## src/rtl/inst_lane_queue.sv

```systemverilog
// ---------------------------------------------------------------------------
// inst_lane_queue
//   Multi-lane in-order instruction queue sitting between the fetch lanes and
//   the issue lanes. Up to IN_LANES instructions are accepted per cycle and up
//   to OUT_LANES of the oldest entries are presented per cycle, backed by a
//   DEPTH-entry circular buffer. A flush empties the queue on a redirect.
//
// Ports
//   clk          clock, all state updates on the rising edge
//   rst          synchronous active-high reset
//   flush        synchronous queue clear (redirect)
//   in_valid     per-lane: fetch lane i presents an instruction
//   in_allowIn   per-lane: queue can take lane i this cycle
//   in_data      lane i at [i*DATA_W +: DATA_W]
//   out_valid    per-lane: issue lane j holds the j-th oldest entry
//   out_allowIn  per-lane: issue lane j takes its entry this cycle
//   out_data     lane j at [j*DATA_W +: DATA_W], zero when not valid
//   count        registered occupancy
//
// DEPTH must be a power of two (pointers wrap by natural overflow), at least
// 2, and no smaller than either lane count.
// ---------------------------------------------------------------------------
module inst_lane_queue #(
    parameter int IN_LANES  = 4,
    parameter int OUT_LANES = 4,
    parameter int DEPTH     = 16,
    parameter int DATA_W    = 32
) (
    input  logic                          clk,
    input  logic                          rst,
    input  logic                          flush,
    input  logic [IN_LANES-1:0]           in_valid,
    output logic [IN_LANES-1:0]           in_allowIn,
    input  logic [IN_LANES*DATA_W-1:0]    in_data,
    output logic [OUT_LANES-1:0]          out_valid,
    input  logic [OUT_LANES-1:0]          out_allowIn,
    output logic [OUT_LANES*DATA_W-1:0]   out_data,
    output logic [$clog2(DEPTH+1)-1:0]    count
);

    localparam int PTR_W = $clog2(DEPTH);
    localparam int CNT_W = $clog2(DEPTH + 1);

    logic [DATA_W-1:0] storage [DEPTH];
    logic [PTR_W-1:0]  headPtr;
    logic [PTR_W-1:0]  tailPtr;
    logic [CNT_W-1:0]  freeSlots;
    logic [CNT_W-1:0]  nEnq;
    logic [CNT_W-1:0]  nDeq;

    // Free space comes from the registered count only: a slot released by a
    // dequeue this cycle is not offered to the fetch side until next cycle,
    // which keeps in_allowIn free of any path from out_allowIn.
    assign freeSlots = CNT_W'(DEPTH) - count;

    // Enqueue side: in_allowIn is a thermometer from lane 0. Acceptance stops
    // at the first lane that is not both valid and allowed, so instructions
    // behind a bubble are never written and program order is preserved.
    always_comb begin : enqLanes
        logic run;
        logic laneOk;
        run        = 1'b1;
        laneOk     = 1'b0;
        nEnq       = '0;
        in_allowIn = '0;
        for (int i = 0; i < IN_LANES; i++) begin
            laneOk        = !rst && (32'(freeSlots) > i);
            in_allowIn[i] = laneOk;
            if (run && in_valid[i] && laneOk) begin
                nEnq = nEnq + CNT_W'(1);
            end else begin
                run = 1'b0;
            end
        end
    end

    // Dequeue side: lane j shows the j-th oldest entry. As with enqueue, a
    // take on lane j only counts if every lower lane was also taken.
    always_comb begin : deqLanes
        logic run;
        logic laneVld;
        run       = 1'b1;
        laneVld   = 1'b0;
        nDeq      = '0;
        out_valid = '0;
        out_data  = '0;
        for (int j = 0; j < OUT_LANES; j++) begin
            laneVld      = !rst && (32'(count) > j);
            out_valid[j] = laneVld;
            if (laneVld) begin
                out_data[j*DATA_W +: DATA_W] = storage[headPtr + PTR_W'(j)];
            end
            if (run && laneVld && out_allowIn[j]) begin
                nDeq = nDeq + CNT_W'(1);
            end else begin
                run = 1'b0;
            end
        end
    end

    // Control state. rst wins over flush; both drop every entry and discard
    // whatever enqueue/dequeue was happening in the same cycle.
    always_ff @(posedge clk) begin
        if (rst || flush) begin
            headPtr <= '0;
            tailPtr <= '0;
            count   <= '0;
        end else begin
            headPtr <= headPtr + PTR_W'(nDeq);
            tailPtr <= tailPtr + PTR_W'(nEnq);
            count   <= count + nEnq - nDeq;
        end
    end

    // Storage is never cleared; entries are only meaningful between head and
    // tail. Writes are suppressed on flush so a discarded enqueue leaves no
    // trace. Under rst nEnq is already zero because in_allowIn is forced low.
    always_ff @(posedge clk) begin
        if (!flush) begin
            for (int i = 0; i < IN_LANES; i++) begin
                if (32'(nEnq) > i) begin
                    storage[tailPtr + PTR_W'(i)] <= in_data[i*DATA_W +: DATA_W];
                end
            end
        end
    end

endmodule
```

## config.mk

```make
export PLATFORM = sky130hd
export DESIGN_NAME = inst_lane_queue
export DESIGN_NICKNAME = d
export VERILOG_FILES = /design/src/rtl/inst_lane_queue.sv
export SDC_FILE = /design/constraint.sdc
export NUM_CORES = 2
export LEC_CHECK = 0
export ABC_AREA = 0
export ABC_CLOCK_PERIOD_IN_PS = 6000
export CAP_MARGIN = 20
export CELL_PAD_IN_SITES_DETAIL_PLACEMENT = 0
export CELL_PAD_IN_SITES_GLOBAL_PLACEMENT = 1
export CORE_UTILIZATION = 39
export CTS_BUF_LIST = sky130_fd_sc_hd__clkbuf_16
export CTS_CLUSTER_DIAMETER = 100
export DETAILED_ROUTE_END_ITERATION = 8
export DONT_BUFFER_PORTS = 1
export PLACE_DENSITY_LB_ADDON = 0.1
export SYNTH_ARGS = -nofsm -noshare
export SYNTH_HDL_FRONTEND = slang
export SYNTH_SLANG_ARGS = --single-unit
export TNS_END_PERCENT = 50
```

## constraint.sdc

```tcl
create_clock -name clk -period 6 [get_ports clk]
set_input_delay 0.6 -clock clk [delete_from_list [all_inputs] [get_ports clk]]
set_output_delay 0.6 -clock clk [all_outputs]
set_load 0.05 [all_outputs]
```

======== Word-level counts from Yosys, hierarchy flattened ========
Memory sizes are Yosys's and may differ from the RTL's. A register that Yosys moved wholly into a read port is not among the register bits.
Index checks and enable logic that the tools add are counted.
cells by class
  add/subtract/negate cells ............... 17
  multiply operators ...................... 0
  divide/modulo/power cells ............... 0
  $lt $le $gt $ge ......................... 12
  equal/unequal tests ..................... 0
  shift operators ......................... 0
  mux-type cells .......................... 31
  bitwise operators ....................... 0
  reduce and logical (&&, ||, !) cells .... 24
operators by type and width
  cell                 count
  $mux 32              4
  $gt 5x1->1 const B   6
  $gt 5x2->1 const B   6
  $add 5x1->5 const B  5
  $mux 5               5
  $logic_and 1x1->1    22
  $mux 1               20
  $add 4x2->4 const B  4
  $add 4x1->4 const B  2
  $add 4x4->4          2
  $add 5x5->5          1
  $sub 5x5->5          1
  $sub 5x5->5 const A  1
  $mux 4               1
  $add 1x1->2 const B  1
  $mux 2               1
  $logic_not 1->1      1
  $logic_or 1x1->1     1
word-level totals
  register bits after elaboration ......... 13
  latch bits .............................. 0
  memory bits (writable) .................. 512
  bits in read-only memories .............. 0
  bits of input ports ..................... 139
  output and inout port bits .............. 141
  word-level logic and storage cells ...... 88
  memories kept ........................... 1
memories
  name     depth  bits a word  read ports  clocked after memory_dff  wr ports  RTL line  RTL
  storage  16     32           4           1                         4         44        logic [DATA_W-1:0] storage [DEPTH];

======== Logic depth before layout (Yosys ltp) ========
  word-level depth ........................ 18
  mapped depth ............................ 25
  mapped depth without buffers ............ 25

======== Worst setup path after synthesis ========
Ideal clock, no wire load.
  kind .................................... reg2reg
  from .................................... reg count[0]
  to ...................................... mem storage[0][0], enable pin
  library setup time ...................... 431 ps
  arrival time ............................ 6604 ps
  data required time ...................... 5569 ps
  setup slack ............................. -1035 ps
  stages on the path, launching flop included .. 17
  buffers on the path ..................... 1
  clock period less this slack ............ 7035 ps
  cell sequence ........................... dfxtp_1 > inv_1 > ha_1 > nor2b_1 > nor2b_1 > ha_1 > a31oi_1 > and2_1 > nand3_1 > ha_1 > clkbuf_1 > xnor2_1 > ha_1 > or4_1 > a21oi_1 > or4_1 > o211ai_1
RTL lines
  element                 RTL line  RTL
  start, declared         38        output logic [$clog2(DEPTH+1)-1:0] count
  start signal, assigned  111       count <= count + nEnq - nDeq;
  end, declared           44

==> reports/qor.csv <==
metric;value;unit
outcome;complete, no violations;
grt.total_usage;39.5;%
insertion_delay;0.68;ns
fin_util;42.7;%
path_class;reg -> reg;
synth-compound-area-share;17.3;%
ys_seq_area_share;33.7;%
grt_pass1_vias;39774;
cp-end-kind;flip-flop;
grt_setup_unrepaired;false;
timing.final.ws_setup;0.208;ns
drv_slew;0;
initial_core_util;39.3;%
vias_per_cell;7.70;
crit_buf_inv;3;
finalCriticalPeriod;5.79;ns
cts_buffers;71;
grt_pass1_wl;332;mm
clkTransAtPathRegs;0.06;ns
antenna_found_initial;1;
dr.pass1.iters;6;
synthArstFlopShare;0;%
fillers;11006;
die_h;347;um
crit_required;6.28;ns
finalClockSkew;0.0343;ns
synthAdderAreaFrac;1.01;%
hp-class;in -> reg;
max_stage_delay;0.69;ns
synth_xor_area_share;0.472;%
worst_setup_path_start_kind;flip-flop;
hold-worst-slack;0.173;ns
syn2layout_area_growth;8.50;%
finalPower;12.8;mW
muxShareOfSynthArea;31.0;%
ys_seq_elements;525;
power_density;255;nW/um2
avgRoutedWirePerCell;43.7;um
final_cell_mix;nand2_1 (800), mux4_2 (576), o22ai_1 (512), edfxtp_1 (512), a31oi_1 (347);
finalCritPeriodShare;96.5;%
relSlewSlack;25.7;%
cts_setup_buffers;0;
path_delay_family;simple AND/OR/NAND/NOR gates;
synth_area;46400;um2
crit_fanout;32;
critical_path.cell_chain;inv_1, ha_1, nor2b_2, nor2b_1, ha_4, a31oi_4, and2_4, nand3_1, inv_1, ha_1, nand2_1, xnor2_1, ha_1, nor2_1, a21oi_2, nand4bb_4, and2_1, o211ai_1, buf_4;
synth_edf_count;512;
leakage;16.2;nW
core-area;118000;um2
place.port_buffers;0;
nets;4168;
cts_tree;done;
hpwlAfterDp;147;mm
rows;126;
pin_count;280;
path_common_cell;ha_1;
drc;0;
die_area;120000;um2
htreeDepth;3;
cp.arrival;6.07;ns
ys_types;59;
synth_warnings;0;
dp_slack;0.120;ns
cts_hold_buf;0;
r2r_start;count[1];
setup_violations;0;
irDropWorstVdd;0.233;mV
synth.avg_cell_area;10.5;um2
synthSimpleGateAreaFrac;10.3;%
fin_tns_setup;0;ns
drt-total-wl;244;mm
die_width;347;um
fmax;173;MHz
synth_cells;4408;
drt_iter0_drc;6450;
vias;42992;
worst_pin_slew;1.11;ns
clock_sinks;525;
clock-root-buffer;clkbuf_16;
final_common_cell;nand2_1;
cts_buffer_depth;3;
synth_top_family_by_area;multiplexers;
maxCapViolCount;0;
finalHoldViolations;0;
synth_nets;4581;
place.gp.congestion;0.921;
grt_max_degree;120;
hp-start;in_data[17];
cp-startpoint;count[1];
drive_gt1_share;25.8;%
grt.overflow.total;0;
slowest_stage;buf_4;
ant_nets;0;
synth_ff_type;edfxtp_1;
[what timing repair did]
action,4_1_cts,5_1_grt
endpoints found under the hold margin,0,0
resized for setup,0,1
endpoints found under the setup margin,0,129
[metrics by stage]
| step | instance area [um2] | instances |
|---|---|---|
| after floorplan | 46500 | 4408 |
| after global placement | 48100 | 5456 |
| after detailed placement | 48100 | 5458 |
| after CTS | 50400 | 5583 |
| after global routing | 50400 | 5583 |
| final | 50400 | 5586 |
[path summary, 6_finish.rpt]
kind	endpoint	slack (ns)	depth (start not counted)
min reg2reg	count[0]	0.81	2
min	storage[15][17]	0.17	2
max reg2reg	storage[11][29]	0.21	19
max	storage[11][29]	0.21	19
[cell usage after synthesis, types with 35 or more instances]
master / instances / area, um2
buf_1: 150 / 563
a211oi_1: 128 / 961
nor2b_1: 68 / 425
mux2i_1: 138 / 1380
nor2_1: 35 / 131
nand2_1: 825 / 3100
and2_1: 87 / 544
edfxtp_1: 512 / 15400
buf_2: 116 / 581
mux4_2: 576 / 13000
a21oi_1: 278 / 1390
clkbuf_1: 394 / 1480
o22ai_1: 512 / 3200
a31oi_1: 349 / 2180
[cells by family after synthesis]
family / count (synthesis)
other: 2
multiplexers: 716
flip-flops: 525
AO/OA/AOI/OAI: 1303
buffers and inverters: 699
adder cells (fa/ha/maj): 34
XOR/XNOR: 25
AND/OR/NAND/NOR: 1104
[where the power goes]
group          total, mW  switching, mW  internal [mW]
Combinational       4.18           2.79           1.39
Clock               4.44           1.90           2.54
Sequential          4.22          0.118           4.11
[routing by layer]
metal	vias up	wire, um	GRT usage [%]
met5	-	13	0
met4	2	15000	21.2
met3	637	31900	11.8
met2	3627	107000	59.0
met1	22071	90000	51.4
li1	16655	-	-
[worst register-to-register path, stage by stage (launching register included)]
cell and delay [ns]:
dfxtp_4 0.42, inv_1 0.18, ha_1 0.23, nor2b_2 0.23, nor2b_1 0.24, ha_4 0.27
a31oi_4 0.21, and2_4 0.18, nand3_1 0.11, inv_1 0.07, ha_1 0.32, nand2_1 0.23
xnor2_1 0.20, ha_1 0.26, nor2_1 0.08, a21oi_2 0.43, nand4bb_4 0.52, and2_1 0.40
o211ai_1 0.12, buf_4 0.69
[cell type report]
| class | count | area [um2] | area share, % |
|---|---|---|---|
| multi-input cells | 3184 | 28700 | 56.9 |
| repair buffers | 189 | 1730 | 3.44 |
| clock inverters | 47 | 345 | 0.685 |
| flip-flops and latches | 525 | 15700 | 31.1 |
| well taps | 1536 | 1920 | 3.81 |
| inverters | 24 | 90.1 | 0.179 |
| clock buffers | 78 | 1950 | 3.87 |
| diodes | 3 | 7.51 | 0.0149 |
[registers in the layout, indices dropped and copies added (netlist names)]
register  count
storage     512
count         5
headPtr       4
tailPtr       4
(Power assumes the default switching activity.)
